===== src/rtl/div_iter_if.sv =====
// Request/response bundle between the hazard unit (master) and the EX-stage divider (slave).
interface div_iter_if #(
    parameter int DATA_W = 32
);
    logic                  start;
    logic                  signed_div;
    logic [DATA_W-1:0]     opdata1;
    logic [DATA_W-1:0]     opdata2;
    logic                  annul;
    logic [2*DATA_W-1:0]   result;
    logic                  ready;

    modport master (
        output start,
        output signed_div,
        output opdata1,
        output opdata2,
        output annul,
        input  result,
        input  ready
    );

    modport slave (
        input  start,
        input  signed_div,
        input  opdata1,
        input  opdata2,
        input  annul,
        output result,
        output ready
    );
endinterface


===== src/rtl/div_iter.sv =====
// Iterative radix-2 restoring divider for MIPS DIV/DIVU; one quotient bit per cycle,
// result is {remainder, quotient} = {HI, LO} with a single-cycle ready pulse.
module div_iter #(
    parameter int DATA_W = 32
) (
    input  logic      clk,
    input  logic      rst,
    div_iter_if.slave bus
);

    localparam int CNT_W = $clog2(DATA_W) + 1;

    typedef enum logic [1:0] {
        IDLE = 2'd0,
        ZERO = 2'd1,
        BUSY = 2'd2,
        DONE = 2'd3
    } state_t;

    state_t                state;
    state_t                state_next;

    logic [CNT_W-1:0]      counter;
    logic                  signed_q;
    logic                  sign1_q;
    logic                  sign2_q;
    logic [DATA_W-1:0]     quot_q;
    logic [DATA_W-1:0]     divisor_q;
    logic [DATA_W:0]       partial_q;
    logic [2*DATA_W-1:0]   result_q;
    logic                  ready_q;

    logic                  op_sign1;
    logic                  op_sign2;
    logic [DATA_W-1:0]     abs1;
    logic [DATA_W-1:0]     abs2;
    logic                  accept;

    logic [DATA_W:0]       shifted;
    logic [DATA_W+1:0]     trial;
    logic                  trial_neg;
    logic [DATA_W:0]       partial_step;
    logic [DATA_W-1:0]     quot_step;
    logic                  last_step;
    logic [DATA_W-1:0]     quot_fix;
    logic [DATA_W-1:0]     rem_fix;

    // Operand magnitudes are unsigned, so the most negative value maps onto itself exactly.
    always_comb begin
        op_sign1 = bus.signed_div & bus.opdata1[DATA_W-1];
        op_sign2 = bus.signed_div & bus.opdata2[DATA_W-1];
        abs1     = op_sign1 ? (DATA_W'(0) - bus.opdata1) : bus.opdata1;
        abs2     = op_sign2 ? (DATA_W'(0) - bus.opdata2) : bus.opdata2;
        accept   = bus.start & ~bus.annul & (state == IDLE) & (bus.opdata2 != '0);
    end

    // One restoring step: shift in the next dividend bit, keep the difference if it did not borrow.
    always_comb begin
        shifted      = {partial_q[DATA_W-1:0], quot_q[DATA_W-1]};
        trial        = {1'b0, shifted} - {2'b00, divisor_q};
        trial_neg    = trial[DATA_W+1] & ~partial_q[DATA_W];
        partial_step = trial_neg ? shifted : trial[DATA_W:0];
        quot_step    = {quot_q[DATA_W-2:0], ~trial_neg};
        last_step    = (counter == CNT_W'(DATA_W - 1));
        quot_fix     = (signed_q & (sign1_q ^ sign2_q)) ? (DATA_W'(0) - quot_step) : quot_step;
        rem_fix      = (signed_q & sign1_q) ? (DATA_W'(0) - partial_step[DATA_W-1:0])
                                            : partial_step[DATA_W-1:0];
    end

    always_ff @(posedge clk or posedge rst) begin
        if (rst) begin
            state <= IDLE;
        end else begin
            state <= state_next;
        end
    end

    always_comb begin
        state_next = state;
        if (bus.annul) begin
            state_next = IDLE;
        end else begin
            case (state)
                IDLE: begin
                    if (bus.start) begin
                        state_next = (bus.opdata2 == '0) ? ZERO : BUSY;
                    end
                end
                ZERO: state_next = DONE;
                BUSY: begin
                    if (last_step) begin
                        state_next = DONE;
                    end
                end
                DONE: state_next = IDLE;
                default: state_next = IDLE;
            endcase
        end
    end

    // Abort leaves result untouched so HI/LO of the previous divide stay visible.
    always_ff @(posedge clk or posedge rst) begin
        if (rst) begin
            counter   <= '0;
            signed_q  <= 1'b0;
            sign1_q   <= 1'b0;
            sign2_q   <= 1'b0;
            quot_q    <= '0;
            divisor_q <= '0;
            partial_q <= '0;
            result_q  <= '0;
            ready_q   <= 1'b0;
        end else if (bus.annul) begin
            counter <= '0;
            ready_q <= 1'b0;
        end else begin
            ready_q <= 1'b0;
            case (state)
                IDLE: begin
                    if (accept) begin
                        signed_q  <= bus.signed_div;
                        sign1_q   <= op_sign1;
                        sign2_q   <= op_sign2;
                        quot_q    <= abs1;
                        divisor_q <= abs2;
                        partial_q <= '0;
                        counter   <= '0;
                    end
                end
                ZERO: begin
                    result_q <= '0;
                    ready_q  <= 1'b1;
                end
                BUSY: begin
                    partial_q <= partial_step;
                    quot_q    <= quot_step;
                    counter   <= counter + CNT_W'(1);
                    if (last_step) begin
                        result_q <= {rem_fix, quot_fix};
                        ready_q  <= 1'b1;
                    end
                end
                DONE: begin
                end
                default: begin
                end
            endcase
        end
    end

    assign bus.result = result_q;
    assign bus.ready  = ready_q;

endmodule


===== src/flat_wrapper.sv =====
// flat-port wrapper written by rule: the top's interface ports become plain ports
module div_iter_flat 
#(
    parameter int DATA_W = 32
)
  (clk, rst, bus_start, bus_signed_div, bus_opdata1, bus_opdata2, bus_annul, bus_result, bus_ready);
  div_iter_if #(.DATA_W(DATA_W)) bus_i ();
  input  logic clk;
  input  logic rst;
  input wire logic [$bits(bus_i.start)-1:0] bus_start;
  input wire logic [$bits(bus_i.signed_div)-1:0] bus_signed_div;
  input wire logic [$bits(bus_i.opdata1)-1:0] bus_opdata1;
  input wire logic [$bits(bus_i.opdata2)-1:0] bus_opdata2;
  input wire logic [$bits(bus_i.annul)-1:0] bus_annul;
  output wire logic [$bits(bus_i.result)-1:0] bus_result;
  output wire logic [$bits(bus_i.ready)-1:0] bus_ready;
  assign bus_i.start = bus_start;
  assign bus_i.signed_div = bus_signed_div;
  assign bus_i.opdata1 = bus_opdata1;
  assign bus_i.opdata2 = bus_opdata2;
  assign bus_i.annul = bus_annul;
  assign bus_result = bus_i.result;
  assign bus_ready = bus_i.ready;
  div_iter #(.DATA_W(DATA_W)) u_core (.clk(clk), .rst(rst), .bus(bus_i));
endmodule

===== config.mk =====
export PLATFORM = sky130hd
export DESIGN_NAME = div_iter_flat
export DESIGN_NICKNAME = d
export VERILOG_FILES = /design/src/rtl/div_iter_if.sv /design/src/rtl/div_iter.sv /design/src/flat_wrapper.sv
export SDC_FILE = /design/constraint.sdc
export NUM_CORES = 1
export LEC_CHECK = 0
export ABC_AREA = 1
export CORE_ASPECT_RATIO = 0.6
export CORE_MARGIN = 2
export CORE_UTILIZATION = 45
export CTS_CLUSTER_DIAMETER = 200
export DETAILED_ROUTE_END_ITERATION = 8
export GPL_TIMING_DRIVEN = 1
export PLACE_DENSITY = 0.7
export SLEW_MARGIN = 20
export SYNTH_ARGS = -nofsm -noshare
export SYNTH_HDL_FRONTEND = slang
export SYNTH_SLANG_ARGS = --single-unit

===== constraint.sdc =====
create_clock -name clk -period 7.6 [get_ports clk]
set_input_delay 1.52 -clock clk [delete_from_list [all_inputs] [get_ports clk]]
set_output_delay 1.52 -clock clk [all_outputs]
set_load 0.05 [all_outputs]

* Yosys cells after proc, flatten, opt, wreduce, memory -nomap -nowiden
Index checks and enable logic that the tools add are counted.
Storage, ports and cells: register bits after elaboration 173, output and inout port bits 65
Operators by class: reduce and logical (&&, ||, !) cells 11, add/sub/neg operators 6, eq/ne operators 9, multiplexer cells 22, bitwise operators 12
Operators by type and width (count):
- $mux 32 | 5
- $pmux 64 s2 | 1
- $sub 1x32->32 const A | 4
- $mux 33 | 2
- $pmux 33 s2 | 1
- $mux 64 | 1
- $pmux 32 s2 | 1
- $sub 33x32->34 | 1
- $logic_not 32->1 | 1
- $reduce_bool 32->1 | 1
- $mux 6 | 2
- $pmux 6 s2 | 1
- $reduce_and 3->1 | 3
- $and 1x1->1 | 8
- $mux 2 | 4
- $pmux 2 s4 | 1
- $add 6x1->6 const B | 1
- $eq 6x5->1 const B | 1
- $ne 3x2->1 const B | 2
- $eq 2x2->1 const B | 2
- $ne 2x1->1 const B | 2
- $reduce_and 2->1 | 2
- $reduce_bool 2->1 | 2
- $ne 3x3->1 const B | 1
- other kinds (7) | 10

* Longest topological paths before layout
depth in word-level cells 7, mapped depth 30, gate-level depth less buffers 29

* Worst setup path before layout
OpenSTA, ideal clock, no wires.
path type reg2reg, start register u_core.partial_q[25], end register u_core.result_q[30] (netlist: u_core.bus.result[30]), slack 3.814 ns, data arrival time 3.663 ns, clock period less this slack 3.786 ns, stages on the path, launching flop included 28, cell sequence dfrtp_1 ha_1 a21oi_1 inv_1 nand2_1 nand2_1 a21oi_2 nand2_4 nor2_8 nand2_8 buf_6 inv_1 ha_1 inv_1 nor3_2 nand2_1 nor2_1 nand2_1 nor3_1 nand2_1 nor2_2 nand3_1 nor2_1 nand4_1 o21ai_1 a21oi_1 o21ai_0 nand2_1
On the way: word-level cells in the longest chain between the ends 7
Ends and longest elaborated chain:
- from (decl) | RTL line div_iter.sv:29 | logic [DATA_W:0] partial_q;
- from (signal assigned) | RTL line div_iter.sv:135 | partial_q <= partial_step;
- $sub 33x32->34 | RTL line div_iter.sv:60 | trial = {1'b0, shifted} - {2'b00, divisor_q};
- $and 1x1->1 | RTL line div_iter.sv:61 | trial_neg = trial[DATA_W+1] & ~partial_q[DATA_W];
- $not 1->1 | RTL line div_iter.sv:63 | quot_step = {quot_q[DATA_W-2:0], ~trial_neg};
- $sub 1x32->32 | RTL line div_iter.sv:65 | quot_fix = (signed_q & (sign1_q ^ sign2_q)) ? (DATA_W'(0) - quot_step) : quot_step;
- $mux 32 | RTL line div_iter.sv:65
- $mux 64 | RTL line div_iter.sv:138 | if (last_step) begin
- $pmux 64 s2 | RTL line div_iter.sv:118 | case (state)
- to (signal assigned) | RTL line div_iter.sv:139 | result_q <= {rem_fix, quot_fix};
- to (decl) | RTL line div_iter.sv:30 | logic [2*DATA_W-1:0] result_q;
No other way between the ends. The select of a mux whose other input is x is not followed. A chain may end at the register's enable or synchronous reset.

* Worst setup path after layout
start register u_core.divisor_q[26], end register u_core.result_q[30] (netlist: u_core.bus.result[30])
On the way: word-level cells in the longest chain between the ends 7
Ends and longest elaborated chain:
- from (decl) | RTL line div_iter.sv:28 | logic [DATA_W-1:0] divisor_q;
- from (signal assigned) | RTL line div_iter.sv:125 | divisor_q <= abs2;
- $sub 33x32->34 | RTL line div_iter.sv:60
- $and 1x1->1 | RTL line div_iter.sv:61
- $not 1->1 | RTL line div_iter.sv:63
- $sub 1x32->32 | RTL line div_iter.sv:65
- $mux 32 | RTL line div_iter.sv:65
- $mux 64 | RTL line div_iter.sv:138
- $pmux 64 s2 | RTL line div_iter.sv:118
No other way between the ends. The select of a mux whose other input is x is not followed.

==> run_results.csv <==
group,metric,value,unit
cells_and_area,drive_above_1_share,6.55,%
timing,hold_violations,0,
grt,grt_pass1_wl,69600,um
yosys,synth_cells,2027,
yosys,synth_area,13300,sq um
clock_tree,cts_root_buf,"clkbuf_16",
setup_path,critPathMaxStageDelay,0.44,ns
setup_path,worstPathMaxFanout,43,
timing,worst_pin_slew,1.14,ns
timing,fin_crit_sh,70.8,%
yosys,synth_area_per_cell,6.58,sq um
die,dieArea,31100,sq um
setup_path,path_depth,27,
yosys,synth_ff_type,"dfrtp_1",
clock_tree,clockBufferDepth,2,
clock_tree,cts_hold_buffers,0,
place,port_buffers,133,
setup_path,worstSetupPathType,"reg -> reg",
route,wl,45600,um
clock_tree,htreeDepth,4,
timing,finalSetupTns,0,ns
grt,first_global_vias,12300,
cells_and_area,syn2layout_area_growth,16.3,%
yosys,syn_nets,2137,
route,postRouteAntennaNets,0,
yosys,synth_edf_count,0,
clock_tree,ctsResizeCount,0,
setup_path,crit_path_frequent_cell,"nand2_1",
route,drcViolationCount,0,
route,drt_iter0_drc,1686,
timing,period_minus_slack,5.38,ns
place,place.gp.congestion,0.977,
die,rows,48,
setup_path,worst_setup_path_end_kind,"flip-flop",
yosys,async_reset_ff_share,100,%
clock_tree,clk_latency,0.46,ns
clock_tree,cts_tree,"done",
yosys,yosys.area.top_type,"dfrtp_1",
timing,max_slew_margin,23.6,%
run,cap_violations,0,
cells_and_area,n_fill_cell,2878,
clock_tree,cts_made_buffers,17,
clock_tree,cts_setup_buffers,0,
die,core,28900,sq um
min_path,hold_depth,2,
setup_path,worstPathArrival,5.72,ns
cells_and_area,fin_util,53.5,%
die,ios,134,
setup_path,worst_path_max_delay_cell,"nor2_8",
die,die_w,226,um
clock_tree,clkTransAtPathRegs,0.07,ns
grt,antenna_found_initial,0,
timing,setup_viol_count_final,0,
die,dieHeight,137,um
setup_path,path_delay_family,"simple AND/OR/NAND/NOR gates",
min_path,hold_class,"reg -> reg",
place,dp_hpwl,35800,um
yosys,yosys-top-cells-count,"nand2_1 (601), inv_1 (265), nor2_1 (177)",
yosys,synthTopCellsByArea,"dfrtp_1 (32%), nand2_1 (17%), inv_1 (7.5%)",
timing,finalMaxSlewViolations,0,
timing,skew,0.0115,ns
cells_and_area,nets,2233,
route,num_vias,13900,
yosys,yosys_warnings,0,
setup_path,r2r_cells,27,
route,first_pass_iters,6,
clock_tree,cts_sinks,173,
yosys,yosysMostFrequentCell,"nand2_1",
setup_path,cp_num_buf_inv,4,
grt,grt_util_all_layers,29.7,%
route,drt-wirelength-per-cell,18.0,um
yosys,yosysSeqAreaShare,32.5,%
setup_path,critPathRequiredTime,7.94,ns
yosys,synthDistinctLibCells,55,
timing,rsz0062_at_grt,"no",
route,avgViaCountPerCell,5.47,
die,initial_core_util,46.0,%
grt,grt_max_degree,66,
yosys,synth_top_area_share,32.5,%
setup_path,critPathLaunchType,"flip-flop",
grt,grt-ovfl-total,0,
yosys,synth_seq_cells,173,
status,status,"finished, final reports clean",
setup_path,rrSetupSlack,2.22,ns
timing,fmax,186,MHz
## registers in the layout, indices dropped and copies added (netlist names), 2 cells and up
register and count:
u_core.bus.result 64, u_core.counter 6, u_core.divisor_q 32, u_core.partial_q 33, u_core.quot_q 32, u_core.state 2
## worst min-delay path, delay by kind of cell (launching register included)
family | cells | cell delay, ns
DFF | 1 | 0.34
and+or+nand+nor | 2 | 0.11
## layout by cell type, fill, tap and decap left out, types with 4 or more instances in the layout
cell	Yosys	routed
o21ai_1	11	11
nand2_2	29	29
nand4_1	31	31
xnor2_1	15	15
o22ai_1	21	21
o21ai_0	174	174
nor3_1	33	31
nand3_2	5	5
buf_4	3	9
nand3_1	149	149
inv_6	0	7
nor2_1	177	176
nand2_4	11	11
clkbuf_16	0	17
xor2_1	42	42
o211ai_1	19	19
a21oi_1	71	71
ha_1	40	40
inv_1	265	261
o31ai_1	5	5
a32o_1	4	4
o221ai_1	4	4
nand3b_1	5	5
nor2_2	9	9
nor4_1	9	9
dfrtp_1	173	173
clkdlybuf4s50_1	0	133
or2_2	8	8
and2_1	4	4
nand2_1	601	601
inv_2	13	14
o21ai_2	4	4
## per-stage QoR
stage / hold slack [ns] / worst slack, ns / cells / instance area, sq um
finish: 0.483 / 2.22 / 2537 / 15500
detailed placement: 0.468 / 2.19 / 2504 / 14900
global placement: 0.463 / 2.33 / 2504 / 14900
global route: 0.504 / 1.69 / 2536 / 15500
floorplan: 0.453 / 1.39 / 2027 / 13300
CTS: 0.486 / 2.43 / 2536 / 15500
## area by class of cell
cell class / instances / area, sq um / area share (%)
Multi-Input combinational cell: 1510 / 7650 / 49.4
Sequential cell: 173 / 4330 / 27.9
Timing Repair Buffer: 142 / 1400 / 9.02
Inverter: 279 / 1050 / 6.79
Tap cell: 400 / 500 / 3.23
Clock buffer: 18 / 439 / 2.83
Clock inverter: 14 / 126 / 0.815
Antenna cell: 1 / 2.50 / 0.0161
## layer usage
metal | GRT usage [%] | share of wire (%) | wire length [um] | up-vias
met2 | 36.7 | 36 | 16600 | 691
met1 | 47.5 | 49 | 22400 | 6430
met3 | 10.1 | 13 | 5860 | 42
met4 | 6.36 | 1.3 | 582 | 2
li1 | - | - | - | 6723
met5 | 2.90 | 0.27 | 121 | -
## kinds of logic (layout without fill, tap and decap cells)
family	Yosys count	in the layout	synth area share (%)
AND/OR/NAND/NOR	1082	1082	35.6
buffers and inverters	344	453	10.2
AO/OA/AOI/OAI	329	329	13.9
flip-flops	173	173	32.5
XOR/XNOR	57	57	3.75
adder cells (fa/ha/maj)	41	41	3.91
multiplexers	1	1	0.0751
other	0	1	0
## final timing paths
path                                                        start                           endpoint
worst min register to register  u_core.bus.result[63]$_DFFE_PP0P_  u_core.bus.result[63]$_DFFE_PP0P_
worst min-delay path            u_core.bus.result[63]$_DFFE_PP0P_  u_core.bus.result[63]$_DFFE_PP0P_
worst max register to register   u_core.divisor_q[26]$_DFFE_PP0P_  u_core.bus.result[30]$_DFFE_PP0P_
min in group asynchronous                                     rst  u_core.bus.result[12]$_DFFE_PP0P_
worst max-delay path             u_core.divisor_q[26]$_DFFE_PP0P_  u_core.bus.result[30]$_DFFE_PP0P_
max in group asynchronous                                     rst        u_core.state[1]$_DFFE_PP0P_
Power is not shown: default switching activity piles up to over one toggle a cycle in this logic, so the estimate is an artifact.
